[config.mk]
export PLATFORM = sky130hd
export DESIGN_NAME = pb_sequencer
export DESIGN_NICKNAME = d
export VERILOG_FILES = /design/src/rtl/piano_pkg.sv /design/src/rtl/pb_event_packer.sv /design/src/rtl/pb_sequencer.sv
export SDC_FILE = /design/constraint.sdc
export NUM_CORES = 1
export LEC_CHECK = 0
export CAP_MARGIN = 30
export CORE_UTILIZATION = 49
export CTS_CLUSTER_SIZE = 8
export DETAILED_ROUTE_END_ITERATION = 8
export PLACE_DENSITY = 0.82
export SYNTH_ARGS = -nofsm -noshare
export SYNTH_HDL_FRONTEND = slang
export SYNTH_SLANG_ARGS = --single-unit
export TNS_END_PERCENT = 1
[constraint.sdc]
create_clock -name clk -period 2.98 [get_ports clk]
set_clock_uncertainty 0.05 [all_clocks]
set_input_delay 0.745 -clock clk [delete_from_list [all_inputs] [get_ports clk]]
set_output_delay 0.745 -clock clk [all_outputs]
set_load 0.005 [all_outputs]
[src/rtl/piano_pkg.sv]
// piano_pkg
// Shared definitions for the piano note buffer record/playback path:
//   NOTE_W / DUR_W   widths of the note code and the tick-count field
//   DMAX             largest duration one event can hold
//   note_event_t     packed {note, dur} event as stored in the event RAM
//   pb_state_t       sequencer states
//   make_event()     builds an event from its two fields
package piano_pkg;

  localparam int NOTE_W = 6;
  localparam int DUR_W  = 8;

  localparam logic [DUR_W-1:0] DMAX     = {DUR_W{1'b1}};
  localparam logic [DUR_W-1:0] DUR_ZERO = {DUR_W{1'b0}};
  localparam logic [DUR_W-1:0] DUR_ONE  = {{(DUR_W-1){1'b0}}, 1'b1};

  typedef struct packed {
    logic [NOTE_W-1:0] note;
    logic [DUR_W-1:0]  dur;
  } note_event_t;

  typedef enum logic [1:0] {
    REC      = 2'd0,
    PB_FETCH = 2'd1,
    PB_LOAD  = 2'd2,
    PB_HOLD  = 2'd3
  } pb_state_t;

  function automatic note_event_t make_event(input logic [NOTE_W-1:0] note,
                                             input logic [DUR_W-1:0]  dur);
    note_event_t ev;
    ev.note = note;
    ev.dur  = dur;
    return ev;
  endfunction

endpackage

[src/rtl/pb_event_packer.sv]
// pb_event_packer
// Tracks the note currently being recorded and how many ticks it has been
// held, and raises a write request whenever a finished event must be stored.
// Ports:
//   clk, rst_n   clock, asynchronous active-low reset
//   en           recording active: ticks and flushes are processed
//   tick         timebase strobe
//   note_in      live note code
//   flush        accepted playback request: push out the pending event
//   restart      (re)enter recording: adopt the live note, duration 0
//   wr_req       combinational request to store wr_event
//   wr_event     event to store
//   pending      a note with non-zero duration is being accumulated
module pb_event_packer
  import piano_pkg::*;
(
  input  logic              clk,
  input  logic              rst_n,
  input  logic              en,
  input  logic              tick,
  input  logic [NOTE_W-1:0] note_in,
  input  logic              flush,
  input  logic              restart,
  output logic              wr_req,
  output note_event_t       wr_event,
  output logic              pending
);

  logic [NOTE_W-1:0] cur_note_r;
  logic [NOTE_W-1:0] cur_note_s;
  logic [DUR_W-1:0]  dur_r;
  logic [DUR_W-1:0]  dur_s;
  logic              tick_wr_s;

  // Apply the tick first, then the flush, so a coincident tick and flush
  // produce at most one write.
  always_comb begin
    cur_note_s = cur_note_r;
    dur_s      = dur_r;
    tick_wr_s  = 1'b0;
    if (en && tick) begin
      if (note_in == cur_note_r) begin
        if (dur_r == DMAX) begin
          // Saturated: store a full-length event and keep counting the same note.
          tick_wr_s = 1'b1;
          dur_s     = DUR_ONE;
        end else begin
          dur_s     = dur_r + DUR_ONE;
        end
      end else begin
        tick_wr_s  = (dur_r != DUR_ZERO);
        cur_note_s = note_in;
        dur_s      = DUR_ONE;
      end
    end else begin
      cur_note_s = cur_note_r;
      dur_s      = dur_r;
    end

    if (en && flush && !tick_wr_s && (dur_s != DUR_ZERO)) begin
      wr_req   = 1'b1;
      wr_event = make_event(cur_note_s, dur_s);
    end else begin
      // Tick-driven writes always carry the note/duration held before the tick.
      wr_req   = tick_wr_s;
      wr_event = make_event(cur_note_r, dur_r);
    end
  end

  // Current note and held-tick count.
  always_ff @(posedge clk or negedge rst_n) begin
    if (!rst_n) begin
      cur_note_r <= {NOTE_W{1'b0}};
      dur_r      <= DUR_ZERO;
    end else if (restart) begin
      cur_note_r <= note_in;
      dur_r      <= DUR_ZERO;
    end else begin
      cur_note_r <= cur_note_s;
      dur_r      <= dur_s;
    end
  end

  assign pending = (dur_r != DUR_ZERO);

endmodule

[src/rtl/pb_sequencer.sv]
// pb_sequencer
// Record/playback controller for the piano note buffer. Recording passes
// the live note through and stores {note, dur} events into the event RAM;
// playback reads them back in order and replays each for its tick count.
// Ports:
//   clk, rst_n                 clock, asynchronous active-low reset
//   tick                       timebase strobe (>= 4 clk apart)
//   note_in                    live note code
//   toggle_pb, clear           1-cycle control pulses
//   buf_wr_en/addr/data        event RAM write port
//   buf_rd_addr, buf_rd_data   event RAM read port (1-cycle read latency)
//   note_out                   note code to the tone generator
//   pb_mode                    high in any playback state
//   rec_count, full            stored event count and full flag
module pb_sequencer
  import piano_pkg::*;
#(
  parameter int ADDR_W = 6,
  parameter int DEPTH  = 2**ADDR_W
) (
  input  logic                     clk,
  input  logic                     rst_n,
  input  logic                     tick,
  input  logic [NOTE_W-1:0]        note_in,
  input  logic                     toggle_pb,
  input  logic                     clear,
  output logic                     buf_wr_en,
  output logic [ADDR_W-1:0]        buf_wr_addr,
  output logic [NOTE_W+DUR_W-1:0]  buf_wr_data,
  output logic [ADDR_W-1:0]        buf_rd_addr,
  input  logic [NOTE_W+DUR_W-1:0]  buf_rd_data,
  output logic [NOTE_W-1:0]        note_out,
  output logic                     pb_mode,
  output logic [ADDR_W:0]          rec_count,
  output logic                     full
);

  localparam logic [ADDR_W:0]   DEPTH_C = (ADDR_W+1)'(DEPTH);
  localparam logic [ADDR_W:0]   CNT_ONE = {{ADDR_W{1'b0}}, 1'b1};
  localparam logic [ADDR_W-1:0] PTR_ONE = {{(ADDR_W-1){1'b0}}, 1'b1};

  pb_state_t         state_r, state_s;
  logic [ADDR_W-1:0] rd_ptr_r, rd_ptr_s;
  logic [DUR_W-1:0]  remain_r, remain_s;
  logic [ADDR_W:0]   rec_count_r, rec_count_s;
  logic [NOTE_W-1:0] note_out_r, note_out_s;
  logic              wr_en_r, wr_en_s;
  logic [ADDR_W-1:0] wr_addr_r, wr_addr_s;
  note_event_t       wr_data_r, wr_data_s;
  logic              pb_mode_r, full_r;

  logic              toggle_s, rec_toggle_ok_s, last_s, at_full_s, restart_s;
  logic              wr_req_s, pending_s;
  note_event_t       wr_event_s, rd_event_s;

  // clear dominates toggle_pb; an empty recording with nothing pending ignores toggle.
  assign toggle_s        = toggle_pb && !clear;
  assign rec_toggle_ok_s = toggle_s && ((rec_count_r != {(ADDR_W+1){1'b0}}) || pending_s);
  assign last_s          = (({1'b0, rd_ptr_r} + CNT_ONE) >= rec_count_r);
  assign at_full_s       = (rec_count_r == DEPTH_C);
  assign restart_s       = clear || ((state_r != REC) && (state_s == REC));
  assign rd_event_s      = note_event_t'(buf_rd_data);

  pb_event_packer u_packer (
    .clk      (clk),
    .rst_n    (rst_n),
    .en       (state_r == REC),
    .tick     (tick),
    .note_in  (note_in),
    .flush    ((state_r == REC) && rec_toggle_ok_s),
    .restart  (restart_s),
    .wr_req   (wr_req_s),
    .wr_event (wr_event_s),
    .pending  (pending_s)
  );

  // FSM state register.
  always_ff @(posedge clk or negedge rst_n) begin
    if (!rst_n) begin
      state_r <= REC;
    end else begin
      state_r <= state_s;
    end
  end

  // FSM next-state logic; clear first, then toggle, then tick.
  always_comb begin
    state_s = state_r;
    if (clear) begin
      state_s = REC;
    end else begin
      case (state_r)
        REC:      state_s = rec_toggle_ok_s ? PB_FETCH : REC;
        PB_FETCH: state_s = toggle_s ? REC : PB_LOAD;
        PB_LOAD:  state_s = toggle_s ? REC : PB_HOLD;
        PB_HOLD: begin
          if (toggle_s) begin
            state_s = REC;
          end else if (tick && (remain_r <= DUR_ONE)) begin
            state_s = last_s ? REC : PB_FETCH;
          end else begin
            state_s = PB_HOLD;
          end
        end
        default:  state_s = REC;
      endcase
    end
  end

  // FSM outputs and datapath next values.
  always_comb begin
    note_out_s  = note_out_r;
    wr_en_s     = 1'b0;
    wr_addr_s   = wr_addr_r;
    wr_data_s   = wr_data_r;
    rec_count_s = rec_count_r;
    rd_ptr_s    = rd_ptr_r;
    remain_s    = remain_r;
    if (clear) begin
      rec_count_s = {(ADDR_W+1){1'b0}};
      rd_ptr_s    = {ADDR_W{1'b0}};
      note_out_s  = {NOTE_W{1'b0}};
    end else begin
      case (state_r)
        REC: begin
          note_out_s = note_in;
          // Writes past the last slot are dropped without touching the count.
          if (wr_req_s && !at_full_s) begin
            wr_en_s     = 1'b1;
            wr_addr_s   = rec_count_r[ADDR_W-1:0];
            wr_data_s   = wr_event_s;
            rec_count_s = rec_count_r + CNT_ONE;
          end else begin
            wr_en_s     = 1'b0;
          end
          if (rec_toggle_ok_s) begin
            rd_ptr_s = {ADDR_W{1'b0}};
          end else begin
            rd_ptr_s = rd_ptr_r;
          end
        end
        PB_FETCH: begin
          if (toggle_s) begin
            note_out_s = {NOTE_W{1'b0}};
          end else begin
            note_out_s = note_out_r;
          end
        end
        PB_LOAD: begin
          if (toggle_s) begin
            note_out_s = {NOTE_W{1'b0}};
          end else begin
            note_out_s = rd_event_s.note;
            remain_s   = rd_event_s.dur;
          end
        end
        PB_HOLD: begin
          if (toggle_s) begin
            note_out_s = {NOTE_W{1'b0}};
          end else if (tick) begin
            if (remain_r > DUR_ONE) begin
              remain_s = remain_r - DUR_ONE;
            end else if (!last_s) begin
              rd_ptr_s = rd_ptr_r + PTR_ONE;
            end else begin
              note_out_s = {NOTE_W{1'b0}};
            end
          end else begin
            remain_s = remain_r;
          end
        end
        default: note_out_s = {NOTE_W{1'b0}};
      endcase
    end
  end

  // Registered outputs, pointers and counters.
  always_ff @(posedge clk or negedge rst_n) begin
    if (!rst_n) begin
      note_out_r  <= {NOTE_W{1'b0}};
      wr_en_r     <= 1'b0;
      wr_addr_r   <= {ADDR_W{1'b0}};
      wr_data_r   <= make_event({NOTE_W{1'b0}}, DUR_ZERO);
      rec_count_r <= {(ADDR_W+1){1'b0}};
      rd_ptr_r    <= {ADDR_W{1'b0}};
      remain_r    <= DUR_ZERO;
      pb_mode_r   <= 1'b0;
      full_r      <= 1'b0;
    end else begin
      note_out_r  <= note_out_s;
      wr_en_r     <= wr_en_s;
      wr_addr_r   <= wr_addr_s;
      wr_data_r   <= wr_data_s;
      rec_count_r <= rec_count_s;
      rd_ptr_r    <= rd_ptr_s;
      remain_r    <= remain_s;
      pb_mode_r   <= (state_s != REC);
      full_r      <= (rec_count_s == DEPTH_C);
    end
  end

  assign buf_wr_en   = wr_en_r;
  assign buf_wr_addr = wr_addr_r;
  assign buf_wr_data = wr_data_r;
  assign buf_rd_addr = rd_ptr_r;
  assign note_out    = note_out_r;
  assign pb_mode     = pb_mode_r;
  assign rec_count   = rec_count_r;
  assign full        = full_r;

endmodule

# [After elaboration in Yosys (flattened, before gate mapping)]
# Index checks and enable logic that the tools add are counted.
[totals] output_inout_bits=42 input_bits=25 elab_cells=116 regBits=66
[classes] order_cmp=3 bitwise_logic=1 reduce_logical=28 add_sub_neg=5 eq_ne=20 n_mux=46
[op_table] operator="2-to-1 mux 6 bit" count=16
[op_table] operator="2-to-1 mux 8 bit" count=8
[op_table] operator="one-hot mux 6 bit (4 select lines)" count=1
[op_table] operator="2-to-1 mux 7 bit" count=3
[op_table] operator="inequality test 3 bit, second input constant" count=6
[op_table] operator="one-hot mux 8 bit (2 select lines)" count=1
[op_table] operator="nonzero test 8 bit" count=2
[op_table] operator="equality test 7 bit, second input constant" count=2
[op_table] operator="2-to-1 mux 14 bit" count=1
[op_table] operator="inequality test 4 bit, second input constant" count=3
[op_table] operator="one-hot mux 6 bit (2 select lines)" count=1
[op_table] operator="AND reduction 6 bit" count=2
[op_table] operator="logical AND 1 bit" count=10
[op_table] operator="2-to-1 mux 2 bit" count=5
[op_table] operator="2-to-1 mux 1 bit" count=9
[op_table] operator="adder 8 x 1 -> 8 bit, second input constant" count=1
[op_table] operator="equality test 8 bit, second input constant" count=1
[op_table] operator="greater-than comparator 8 x 1 -> 1 bit, second input constant" count=1
[op_table] operator="less-or-equal comparator 8 x 1 -> 1 bit, second input constant" count=1
[op_table] operator="inequality test 2 bit, second input constant" count=4
[op_table] operator="one-hot mux 2 bit (4 select lines)" count=1
[op_table] operator="subtractor 8 x 1 -> 8 bit, second input constant" count=1
[op_table] operator="adder 6 x 1 -> 7 bit, second input constant" count=1
[op_table] operator="adder 7 x 1 -> 7 bit, second input constant" count=1
[op_table] operator="other kinds (14)" count=21

# [Longest topological paths before layout]
[depth] depth_word=13 depth_mapped=12 depth_no_buf=10

# [Cells and area by module]
# Synthesis repeated with hierarchy kept, for this count alone.
[hier_totals] cells_unflattened=398 area_unflattened_um2=4012.6
[by_module_without_submodules] module="pb_sequencer" area_each_um2=2920.3 cells_each=268 seq_area_each_um2=1301.2 n_inst=1
[by_module_without_submodules] module="pb_event_packer" area_each_um2=1092.3 cells_each=130 seq_area_each_um2=350.3 n_inst=1

# [Worst setup path after synthesis]
# Ideal clock, no wire load.
[synth_timing] path_type="reg2reg" start="register rd_ptr_r[0], in the netlist buf_rd_addr[0]" end="register u_packer.cur_note_r[4]" n_path_buf=0 arrival_ns=2.661 synth_period_minus_slack_ns=2.836 path_slack_ns=0.144 stages_incl_launch_ff=11 t_required_ns=2.805 setup_ns=0.125 path_cell_list="dfrtp_1 > ha_1 > ha_1 > a21o_1 > a21o_1 > a21o_1 > a21o_1 > a211oi_1 > nor2_1 > a311oi_1 > mux2_2"
[synth_via] elab_chain_len=11
[synth_lines] item="from (decl)" line="pb_sequencer.sv:43" rtl="logic [ADDR_W-1:0] rd_ptr_r, rd_ptr_s;"
[synth_lines] item="from (signal assigned)" line="pb_sequencer.sv:185" rtl="rd_ptr_r <= {ADDR_W{1'b0}};"
[synth_lines] item="from (signal assigned)" line="pb_sequencer.sv:195" rtl="rd_ptr_r <= rd_ptr_s;"
[synth_lines] item="adder 6 x 1 -> 7 bit" line="pb_sequencer.sv:59" rtl="assign last_s = (({1'b0, rd_ptr_r} + CNT_ONE) >= rec_count_r);"
[synth_lines] item=">= comparator 7 bit" line="pb_sequencer.sv:59"
[synth_lines] item="2-to-1 mux 1 bit" line="pb_sequencer.sv:100" rtl="state_s = last_s ? REC : PB_FETCH;"
[synth_lines] item="2-to-1 mux 2 bit" line="pb_sequencer.sv:99" rtl="end else if (tick && (remain_r <= DUR_ONE)) begin"
[synth_lines] item="2-to-1 mux 2 bit" line="pb_sequencer.sv:97" rtl="if (toggle_s) begin"
[synth_lines] item="one-hot mux 2 bit (4 select lines)" line="pb_sequencer.sv:92" rtl="case (state_r)"
[synth_lines] item="2-to-1 mux 2 bit" line="pb_sequencer.sv:89" rtl="if (clear) begin"
[synth_lines] item="zero test 2 bit" line="pb_sequencer.sv:61" rtl="assign restart_s = clear || ((state_r != REC) && (state_s == REC));"
[synth_lines] item="logical AND 1 bit" line="pb_sequencer.sv:61"
[synth_lines] item="logical OR 1 bit" line="pb_sequencer.sv:61"
[synth_lines] item="2-to-1 mux 6 bit" line="pb_event_packer.sv:75" rtl="end else if (restart) begin"
[synth_lines] item="to (signal assigned)" line="pb_event_packer.sv:73" rtl="cur_note_r <= {NOTE_W{1'b0}};"
[synth_lines] item="to (signal assigned)" line="pb_event_packer.sv:76" rtl="cur_note_r <= note_in;"
[synth_lines] item="to (signal assigned)" line="pb_event_packer.sv:79" rtl="cur_note_r <= cur_note_s;"
[synth_lines] item="to (decl)" line="pb_event_packer.sv:29" rtl="logic [NOTE_W-1:0] cur_note_r;"
# No other way between the ends.
# A chain may end at the register's enable or synchronous reset.

# [Worst setup path after layout]
[layout_timing] start="register u_packer.dur_r[0]" end="register wr_data_r (netlist bit buf_wr_data[0])"
[layout_via] elab_chain_len=10 word_cells_on_any_way=21 cone_classes="add/sub: 1; eq/ne: 1; mux: 8; reduce/logical: 11"
[layout_lines] item="from (decl)" line="pb_event_packer.sv:31" rtl="logic [DUR_W-1:0] dur_r;"
[layout_lines] item="from (signal assigned)" line="pb_event_packer.sv:80" rtl="dur_r <= dur_s;"
[layout_lines] item="branches (longest 10 deep; another with adder 8 x 1 -> 8 bit)"
[layout_lines] item="to (signal assigned)" line="pb_sequencer.sv:183" rtl="wr_data_r <= make_event({NOTE_W{1'b0}}, DUR_ZERO);"
[layout_lines] item="to (signal assigned)" line="pb_sequencer.sv:193" rtl="wr_data_r <= wr_data_s;"
[layout_lines] item="to (decl)" line="pb_sequencer.sv:49" rtl="note_event_t wr_data_r, wr_data_s;"
# Several ways; the timed one is not identified.

==> metrics.cfg <==
[placement]
hpwl_um = 7783
finalWeightedCongestion = 0.9898
dpl-instance-area_mm2 = 0.005100
dp_slack_ns = -0.3702
port_buffers = 66

[cells_and_area]
drive_gt1_share_pct = 22.94
n_antenna_cell = 0
finalNetCount = 579
final_area_mm2 = 0.005622
area_growth_pct = 38.97
fin_util_pct = 71.64

[sta]
hold_slack_ns = 0.3637
fmax_mhz = 346.1
hold_viol_final = 0
setup_viol = 0
setup_slack_ns = 0.09086
slew_headroom_pct = 56.61
post-route-min-period_ns = 2.889
fin_setup_tns_ns = 0
worst_pin_slew_ns = 0.6454
drv_slew = 0
fin_crit_sh_pct = 96.95

[worst_setup_path]
criticalPathCategory = reg2reg
worstPathArrival_ns = 3.07
critical_path.most_common_cell = buf_4
reg2reg_slack_ns = 0.09
cp_slowest_cell = dfrtp_2
max_stage_delay_ns = 0.46
crit_chain = ha_4 > and3_1 > a211o_1 > nor4_4 > a22oi_2 > o21ai_2 > buf_4 > a21oi_2 > buf_4 > buf_4 > nor2_1 > a21oi_1 > mux2_2
critPathRequiredTime_ns = 3.16
start_kind = register
crit_fanout = 5
reg2reg_from = u_packer.dur_r[0]
crit_start = u_packer.dur_r[0]
worstSetupEndpointType = register

[synthesis]
ys_ff_latch = 66
synth-main-ff-cell = dfrtp_1
postSynthCellCount = 429
syn_area_mm2 = 0.004045
synth_async_sr_flop_share_pct = 100.0
ys_types = 64
synth_edf_count = 0
synth_top_area_share_pct = 40.83
syn_area_per_cell_um2 = 9.429
synth_area_leaders = dfrtp_1 (41%), a21oi_1 (4.9%), ha_1 (4.3%), nor2_1 (4.2%), mux2_4 (3.0%)
synth_common_cells = dfrtp_1 (66), nor2_1 (45), a21oi_1 (40)
yosysWarnings = 0
syn_nets = 468
synth.largest_area_cell = dfrtp_1
ys_seq_area_share_pct = 40.83
synth_most_common_cell = dfrtp_1

[pwr]
powerDensity_mw_per_mm2 = 536.9
irDropWorstVdd_mv = 0.3690
leakagePower_nw = 2.496

[clock_network]
htreeDepth = 3
cts_tree = done
cts_buffers = 9
clockBufferDepth = 2
insertion_delay_ns = 0.35
cts.sinks = 66
root_buffer = clkbuf_8
clk_pin_slew_ns = 0.08

[grt]
overflow = 0
grt_pass1_vias = 3725
grt_pass1_wl_um = 18090
grt_util_all_layers_pct = 26.76
antenna_found_initial = 0
grt_start_max_net_pins = 41

[run]
cap_violations = 0

[detailed_routing]
num_vias = 3847
first_pass_iters = 5
drtIter0Drc = 292
drt-met1-wl_um = 4798
wl_met3_um = 563
wire_per_inst_um = 17.62
top_layer_used = met4
postRouteAntennaNets = 0
drc_errors = 0
vias_per_cell = 5.946
met2WireLength_um = 5772
wirelength_um = 11400

[floorplan]
num_rows = 32
die_area_mm2 = 0.008623
dieHeight_um = 92.86
start_util_pct = 51.55
die_w_um = 92.86
ios = 67
coreArea_mm2 = 0.007848

[worst_hold_path]
worstHoldPathType = in2async

[status]
status = complete, no violations

==> placed cells by master (no fill, tap or decap), types with 4 or more instances in the layout <==
| cell type | count |
|---|---|
| nand4_1 | 9 |
| dlymetal6s2s_1 | 7 |
| and3_1 | 7 |
| inv_1 | 18 |
| nand3_1 | 13 |
| nor3_1 | 13 |
| clkdlybuf4s50_1 | 58 |
| nand2b_1 | 4 |
| nor2b_1 | 9 |
| and2_1 | 4 |
| dfrtp_1 | 64 |
| mux2_4 | 8 |
| ha_1 | 10 |
| xor2_1 | 5 |
| mux2i_1 | 9 |
| bufinv_16 | 4 |
| xnor2_1 | 9 |
| xnor2_2 | 4 |
| o21ai_0 | 15 |
| nor2_1 | 44 |
| o2bb2ai_1 | 6 |
| mux2_2 | 6 |
| a21oi_1 | 39 |
| ha_4 | 4 |
| nand2_1 | 28 |
| buf_4 | 49 |
| a22oi_1 | 7 |
| a21o_1 | 10 |
| clkbuf_8 | 10 |
| a31oi_1 | 5 |
==> layout make-up <==
| cell class | instances | area [um2] |
|---|---|---|
| Clock inverter | 6 | 137.6 |
| Sequential cell | 66 | 1654 |
| Inverter | 19 | 71.32 |
| Fill cell | 571 | 2226 |
| Timing Repair Buffer | 121 | 1129 |
| Clock buffer | 10 | 137.6 |
| Tap cell | 102 | 127.6 |
| Multi-Input combinational cell | 323 | 2365 |
==> sequential cells by signal, summed over array words and instances (netlist names) <==
register and count:
u_packer.dur_r 8, rec_count 7, buf_wr_en 1, remain_r 8, buf_wr_addr 6, full 1, buf_rd_addr 6, note_out 6
buf_wr_data 14, u_packer.cur_note_r 6, pb_mode 1, state_r 2
==> repair_timing <==
| action | 4_1_cts | 5_1_grt |
|---|---|---|
| gates cloned | 0 | 1 |
| setup endpoints to repair | 8 | 39 |
| pin swaps | 3 | 15 |
| hold buffers | 0 | 0 |
| gates resized for setup | 4 | 34 |
| buffers inserted | 0 | 6 |
==> final timing paths <==
check | endpoint | depth (start not counted)
min in group clk | note_out[1] | 1
max in group asynchronous | remain_r[2] | 2
setup / recovery | buf_wr_data[0] | 13
setup reg to reg | buf_wr_data[0] | 13
hold / removal | u_packer.dur_r[0] | 1
hold reg to reg | note_out[1] | 1
==> power by group <==
part           switching [mW]  leakage (nW)  internal [mW]
logic                   0.354          1.51          0.463
registers               0.122         0.848           1.05
clock network           0.366         0.137          0.666
total                   0.842          2.50           2.18
==> stage by stage <==
step	power [mW]	instances
floorplan	1.520	429
global placement	1.919	624
detailed placement	1.945	624
CTS	2.980	640
global route	3.164	647
finish	3.018	647
==> cell families after synthesis <==
kind of cell	count (synthesis)	synth area share (%)
compound gates	114	19.02
xor+xnor	18	3.897
fa+ha+maj	14	4.330
buf+inv	40	4.887
flops	66	40.83
mux	23	6.867
simple gates	154	20.17
==> per-layer routing <==
metal / vias to the layer above / GRT usage, %
met1: 1865 / 34.03
met5: - / 0
li1: 1776 / -
met3: 34 / 4.926
met4: 0 / 10.38
met2: 172 / 44.98
==> worst max-delay path, delay by kind of cell, from the launching register on <==
kind,cells,cell delay (ns)
AOI/OAI and AO/OA,5,0.76
adders and majority gates,1,0.19
buffers and inverters,3,0.43
DFF,1,0.46
muxes,1,0.27
and+or+nand+nor,3,0.59
Power figures use the tool's default switching activity.
